===== config.mk =====
export PLATFORM = sky130hd
export DESIGN_NAME = axi_wr_demux4
export DESIGN_NICKNAME = d
export VERILOG_FILES = /design/src/rtl/axi_wr_demux4.sv
export SDC_FILE = /design/constraint.sdc
export NUM_CORES = 1
export LEC_CHECK = 0
export BUFFER_PORTS_ARGS = -buffer_cell sky130_fd_sc_hd__buf_2
export CORE_UTILIZATION = 35
export DETAILED_ROUTE_END_ITERATION = 6
export PLACE_DENSITY = 0.8
export SYNTH_ARGS = -nofsm -noshare
export SYNTH_HDL_FRONTEND = slang
export SYNTH_SLANG_ARGS = --single-unit
export TNS_END_PERCENT = 1

===== constraint.sdc =====
create_clock -name clk -period 2.75 [get_ports clk]
set_input_delay 0.1375 -clock clk [delete_from_list [all_inputs] [get_ports clk]]
set_output_delay 0.1375 -clock clk [all_outputs]
set_load 0.005 [all_outputs]

===== src/rtl/axi_wr_demux4.sv =====
// AXI4 write-channel demultiplexer: one master to four slaves.
// Address bits [17:16] pick the slave when bits [ADDR_W-1:18] are zero.
// Any other address is a decode miss. On a miss the W beats are sunk
// locally and the master gets a DECERR response.
// Only one transaction is in flight at a time. The beat count always
// follows awlen. A master WLAST that disagrees with that count is
// flagged on len_err for one cycle, but it does not end the burst.

module axi_wr_demux4 #(
    parameter int ID_W   = 4,
    parameter int ADDR_W = 32,
    parameter int DATA_W = 32
) (
    input  logic                  clk,
    input  logic                  rst,

    // master write-address channel
    input  logic [ID_W-1:0]       m_awid,
    input  logic [ADDR_W-1:0]     m_awaddr,
    input  logic [3:0]            m_awlen,
    input  logic [2:0]            m_awsize,
    input  logic [1:0]            m_awburst,
    input  logic                  m_awvalid,
    output logic                  m_awready,

    // master write-data channel
    input  logic [DATA_W-1:0]     m_wdata,
    input  logic [DATA_W/8-1:0]   m_wstrb,
    input  logic                  m_wlast,
    input  logic                  m_wvalid,
    output logic                  m_wready,

    // master write-response channel
    output logic [ID_W-1:0]       m_bid,
    output logic [1:0]            m_bresp,
    output logic                  m_bvalid,
    input  logic                  m_bready,

    // slave write-address channels (shared payload)
    output logic [ID_W-1:0]       s_awid,
    output logic [ADDR_W-1:0]     s_awaddr,
    output logic [3:0]            s_awlen,
    output logic [2:0]            s_awsize,
    output logic [1:0]            s_awburst,
    output logic [3:0]            s_awvalid,
    input  logic [3:0]            s_awready,

    // slave write-data channels (shared payload)
    output logic [DATA_W-1:0]     s_wdata,
    output logic [DATA_W/8-1:0]   s_wstrb,
    output logic                  s_wlast,
    output logic [3:0]            s_wvalid,
    input  logic [3:0]            s_wready,

    // slave write-response channels
    input  logic [4*ID_W-1:0]     s_bid,
    input  logic [7:0]            s_bresp,
    input  logic [3:0]            s_bvalid,
    output logic [3:0]            s_bready,

    output logic                  len_err
);

    typedef enum logic [2:0] {
        IDLE,
        ADDR,
        DATA,
        RESP,
        ERR_DATA,
        ERR_RESP
    } state_t;

    localparam logic [1:0] RESP_DECERR = 2'b11;

    state_t            state;
    logic [ID_W-1:0]   awid_q;
    logic [ADDR_W-1:0] awaddr_q;
    logic [3:0]        awlen_q;
    logic [2:0]        awsize_q;
    logic [1:0]        awburst_q;
    logic [1:0]        sel_q;
    logic [3:0]        beat_q;

    logic              hit;
    logic              last_beat;
    logic [3:0]        sel_onehot;
    logic              w_hs;
    logic              b_hs;

    assign hit        = (m_awaddr[ADDR_W-1:18] == '0);
    assign last_beat  = (beat_q == awlen_q);
    assign sel_onehot = 4'b0001 << sel_q;
    assign w_hs       = m_wvalid && m_wready;
    assign b_hs       = m_bvalid && m_bready;

    // Transaction FSM: captures the AW payload, counts W beats and waits for the response.
    always_ff @(posedge clk or posedge rst) begin
        // NOTE: every register here uses non-blocking assignment, so all of them
        // update together from the values they held before the clock edge.
        if (rst) begin
            state     <= IDLE;
            awid_q    <= '0;
            awaddr_q  <= '0;
            awlen_q   <= '0;
            awsize_q  <= '0;
            awburst_q <= '0;
            sel_q     <= '0;
            beat_q    <= '0;
        end else begin
            case (state)
                IDLE: begin
                    if (m_awvalid) begin
                        awid_q    <= m_awid;
                        awaddr_q  <= m_awaddr;
                        awlen_q   <= m_awlen;
                        awsize_q  <= m_awsize;
                        awburst_q <= m_awburst;
                        sel_q     <= m_awaddr[17:16];
                        beat_q    <= '0;
                        state     <= hit ? ADDR : ERR_DATA;
                    end
                end
                ADDR: begin
                    if (s_awready[sel_q]) begin
                        state <= DATA;
                    end
                end
                DATA: begin
                    if (w_hs) begin
                        beat_q <= beat_q + 4'd1;
                        if (last_beat) begin
                            state <= RESP;
                        end
                    end
                end
                ERR_DATA: begin
                    if (w_hs) begin
                        beat_q <= beat_q + 4'd1;
                        if (last_beat) begin
                            state <= ERR_RESP;
                        end
                    end
                end
                RESP, ERR_RESP: begin
                    if (b_hs) begin
                        state <= IDLE;
                    end
                end
                default: state <= IDLE;
            endcase
        end
    end

    // Channel routing: steer the handshakes to the selected slave, or sink them locally on a miss.
    always_comb begin
        // NOTE: every output gets a default first, so no path leaves one unassigned
        // and no latch is inferred.
        m_awready = 1'b0;
        s_awvalid = 4'b0000;
        m_wready  = 1'b0;
        s_wvalid  = 4'b0000;
        s_wlast   = 1'b0;
        m_bvalid  = 1'b0;
        m_bid     = awid_q;
        m_bresp   = 2'b00;
        s_bready  = 4'b0000;
        case (state)
            IDLE: begin
                m_awready = 1'b1;
            end
            ADDR: begin
                s_awvalid = sel_onehot;
            end
            DATA: begin
                s_wvalid = sel_onehot & {4{m_wvalid}};
                m_wready = s_wready[sel_q];
                s_wlast  = last_beat;
            end
            ERR_DATA: begin
                m_wready = 1'b1;
            end
            RESP: begin
                m_bvalid = s_bvalid[sel_q];
                m_bid    = s_bid[int'(sel_q) * ID_W +: ID_W];
                m_bresp  = s_bresp[int'(sel_q) * 2 +: 2];
                s_bready = sel_onehot & {4{m_bready}};
            end
            ERR_RESP: begin
                m_bvalid = 1'b1;
                m_bresp  = RESP_DECERR;
            end
            default: begin
                m_awready = 1'b0;
            end
        endcase
    end

    assign s_awid    = awid_q;
    assign s_awaddr  = awaddr_q;
    assign s_awlen   = awlen_q;
    assign s_awsize  = awsize_q;
    assign s_awburst = awburst_q;
    assign s_wdata   = m_wdata;
    assign s_wstrb   = m_wstrb;
    assign len_err   = w_hs && (m_wlast != last_beat);

endmodule


==> summary.log <==
qor: sta.report.final.hold_viol_count 0
qor: sta.max_slew.worst_pin.slew 1.05 ns
qor: cts.clockBufferDepth 2
qor: logic_synthesis.synth.yosys.seq_area_share 0.438
qor: sta.finalSetupViolCount 0
qor: cts.clkLatencyLatePin 0.30 ns
qor: drt.via_per_inst 4.94
qor: drt.first_iteration_detailed_routing_drc_count 35
qor: power_and_ir_drop.leakage 1.84 nW
qor: layout.nNetsFinal 482
qor: floorplan.area_of_the_placeable_core 0.00822 mm^2
qor: critical_path.worstSetupEndpointType primary output
qor: cts.ctsHoldBuffers 0
qor: drt.drt_drc_violations_left 0
qor: placed_design.routabilityCongestion 0.765
qor: layout.fin_cells 464
qor: floorplan.rows 33
qor: logic_synthesis.synth.area.top_cells sky130_fd_sc_hd__dfrtp_1 44%, sky130_fd_sc_hd__mux2_2 19%, sky130_fd_sc_hd__buf_4 9.4%, sky130_fd_sc_hd__mux4_1 3.5%, sky130_fd_sc_hd__mux2i_1 2.4%
qor: flow_run.cap_violations 0
qor: grt.largest_net_degree_at_the_start_of_global_routing 53
qor: layout.area.sequential 0.00130 mm^2
qor: drt.detail_route.wirelength 7.07 mm
qor: critical_path.reg2reg_slack 0.65 ns
qor: critical_path.worst_path_max_delay_cell sky130_fd_sc_hd__dfrtp_1
qor: sta.unrepaired_setup_endpoints_after_global_routing false
qor: drt.drtAntennaViolNets 0
qor: critical_path.critical_path.cell_chain mux4_1 > mux2_2 > buf_2
qor: critical_path.critical_path_arrival 2.16 ns
qor: logic_synthesis.postSynthRegisterBits 52
qor: sta.worst_slack 0.451 ns
qor: placed_design.buffer_ports.inserted 154
qor: cts.cts_setup_buffers 0
qor: layout.fillerInstances 780
qor: logic_synthesis.yosys_warnings 0
qor: layout.num_antenna_cells 0
qor: worst_hold_path.whs_path_depth 2
qor: sta.post-route-min-period 2.30 ns
qor: critical_path.largest_incremental_delay_on_the_critical_path 0.83 ns
qor: critical_path.timing.critical_path.from_type flip-flop
qor: floorplan.floorplan.die.width 94.1 um
qor: grt.antenna_violations_before_repair 0
qor: sta.maxSlewViolCount 0
qor: drt.wire_per_inst 15.2 um
qor: layout.multiInputGateArea 0.00130 mm^2
qor: cts.root_buffer sky130_fd_sc_hd__clkbuf_8
qor: worst_hold_path.timing.hold.worst_endpoint s_awaddr[3]$_DFFE_PP0P_
qor: cts.cts-htree-levels 2
qor: grt.grt_use_total 0.157
qor: drt.via_total_after_detailed_routing 2292
qor: logic_synthesis.synth_edf_count 0
qor: placed_design.dpl.hpwl 5.66 mm
qor: layout.most-common-layout-cells 154 x sky130_fd_sc_hd__buf_2, 52 x sky130_fd_sc_hd__dfrtp_1, 49 x sky130_fd_sc_hd__mux2_2, 13 x sky130_fd_sc_hd__nor2_1
qor: grt.wire_length_of_the_first_global_routing_pass 10.8 mm
qor: cts.worst_path_clk_slew 0.09 ns
qor: layout.drive_gt1_frac 0.618
qor: critical_path.timing.rr.end state[2]$_DFFE_PP0P_
qor: critical_path.critPathKind reg -> out
qor: floorplan.initial_standard_cell_utilization_of_the_core 0.361
qor: worst_hold_path.hold_class in -> reg
qor: sta.setup_total_negative_slack 0 ns
qor: sta.maxSlewHeadroom 0.300
qor: logic_synthesis.postSynth.asyncResetShare 1.00
qor: grt.grt_remaining_overflow 0
qor: power_and_ir_drop.powerDensity 1010 mW/mm^2
qor: critical_path.ff2ff_path_depth 4
qor: placed_design.post_placement_cell_area 0.00355 mm^2
qor: floorplan.die_h 94.1 um
qor: run_status.run_status completed
qor: floorplan.ios 227
qor: sta.achievable-frequency 0.435 GHz
qor: logic_synthesis.synthDominantAreaCellType sky130_fd_sc_hd__dfrtp_1
qor: critical_path.critical_path_required 2.61 ns
qor: logic_synthesis.synth.top_cell.area_share 0.438
qor: logic_synthesis.synthCells 244
qor: sta.period_share 0.836
qor: power_and_ir_drop.vdd_drop_max 0.000391 V
qor: logic_synthesis.ys_types 42
qor: critical_path.worstPathMaxFanout 20
qor: layout.area_growth 22.8%
qor: logic_synthesis.syn-num-nets 368
qor: critical_path.timing.rr.start s_awaddr[16]$_DFFE_PP0P_
qor: layout.layout.cells.most_common sky130_fd_sc_hd__buf_2
qor: critical_path.origin_of_the_worst_setup_path s_awaddr[16]$_DFFE_PP0P_
qor: cts.cts-buffers-inserted 5
qor: cts.cts_sinks 52
qor: layout.final_area 0.00365 mm^2
qor: cts.ctsResizeCount 0
qor: logic_synthesis.synth_flop_cell sky130_fd_sc_hd__dfrtp_1
qor: grt.first_global_vias 2300
qor: floorplan.fp.dieArea 0.00886 mm^2
qor: logic_synthesis.synthesis.area_per_instance 12.2 um^2
qor: worst_hold_path.hp-start m_awaddr[3]
qor: placed_design.worst_setup_slack_post_dpl 0.657 ns
qor: logic_synthesis.mappedNetlistArea 0.00297 mm^2
qor: drt.drt-pass1-iter-count 4
qor: cts.cts_tree done
qor: placed_design.dpl.cell_count 456
qor: sta.final.hold.worst_slack 0.0648 ns
qor: sta.fin_skew 0.00452 ns
[sequential cells by signal, summed over array words and instances, names as in the netlist]
| signal | cells |
|---|---|
| s_awlen | 4 |
| s_awid | 4 |
| s_awaddr | 32 |
| beat_q | 4 |
| s_awburst | 2 |
| s_awsize | 3 |
| state | 3 |
[layout make-up]
cell class,instances,area share
multi-input cells,140,0.358
flip-flops and latches,52,0.357
repair buffers,157,0.221
well taps,105,0.0360
clock buffers,6,0.0226
clock inverters,2,0.00377
inverters,2,0.00206
[worst max-delay path, delay by kind of cell, from the launching register on]
| family | cells | cell delay, ns |
|---|---|---|
| DFF | 1 | 0.83 |
| buffers and inverters | 1 | 0.12 |
| muxes | 2 | 0.91 |
[kinds of logic after synthesis]
group	count (synthesis)	share of synthesized area
simple gates	53	0.0957
xor+xnor	5	0.0147
fa+ha+maj	1	0.00421
mux	65	0.275
buf+inv	52	0.123
flops	52	0.438
compound gates	16	0.0489
[how the worst max path moves through the flow]
stage                                        to  slack [ns]  depth (start not counted)
after floorplan           beat_q[0]$_DFFE_PP0P_        1.12                          5
after global placement     state[2]$_DFFE_PP0P_        0.71                          4
after detailed placement   state[2]$_DFFE_PP0P_        0.66                          4
after CTS                              m_bid[0]        0.42                          3
after global routing                   m_bvalid        0.32                          4
final                                  m_bid[0]        0.45                          3
[synthesized netlist by cell type (3+ instances only)]
cell                       count
sky130_fd_sc_hd__mux2i_1       7
sky130_fd_sc_hd__buf_4        37
sky130_fd_sc_hd__nor2_1       13
sky130_fd_sc_hd__clkbuf_1      3
sky130_fd_sc_hd__mux4_2        3
sky130_fd_sc_hd__nand3_1       5
sky130_fd_sc_hd__nor3_1        5
sky130_fd_sc_hd__nand2_1       7
sky130_fd_sc_hd__dfrtp_1      52
sky130_fd_sc_hd__xor2_1        5
sky130_fd_sc_hd__nand2b_1      5
sky130_fd_sc_hd__nor2b_1       3
sky130_fd_sc_hd__a21boi_0      3
sky130_fd_sc_hd__buf_2         7
sky130_fd_sc_hd__mux4_1        4
sky130_fd_sc_hd__buf_6         3
sky130_fd_sc_hd__mux2_2       49
sky130_fd_sc_hd__nor4_1        4
[power by group]
part	internal (mW)	total [mW]	switching [mW]
logic	1.04	1.77	0.733
clock network	0.206	0.454	0.248
registers	1.14	1.46	0.316
total	2.38	3.68	1.30
[metrics by stage]
step	util	power [mW]
finish	0.444	3.68
global route	0.444	3.98
CTS	0.444	3.73
detailed placement	0.432	3.27
global placement	0.432	3.19
floorplan	-	2.63
[layer usage]
layer	routed length, um	track usage	vias up
met2	3830	0.297	94
met1	2610	0.167	1127
met3	524	0.0372	16
li1	-	-	1055
met5	0	0	-
met4	107	0.0577	0
(Power assumes the default switching activity.)
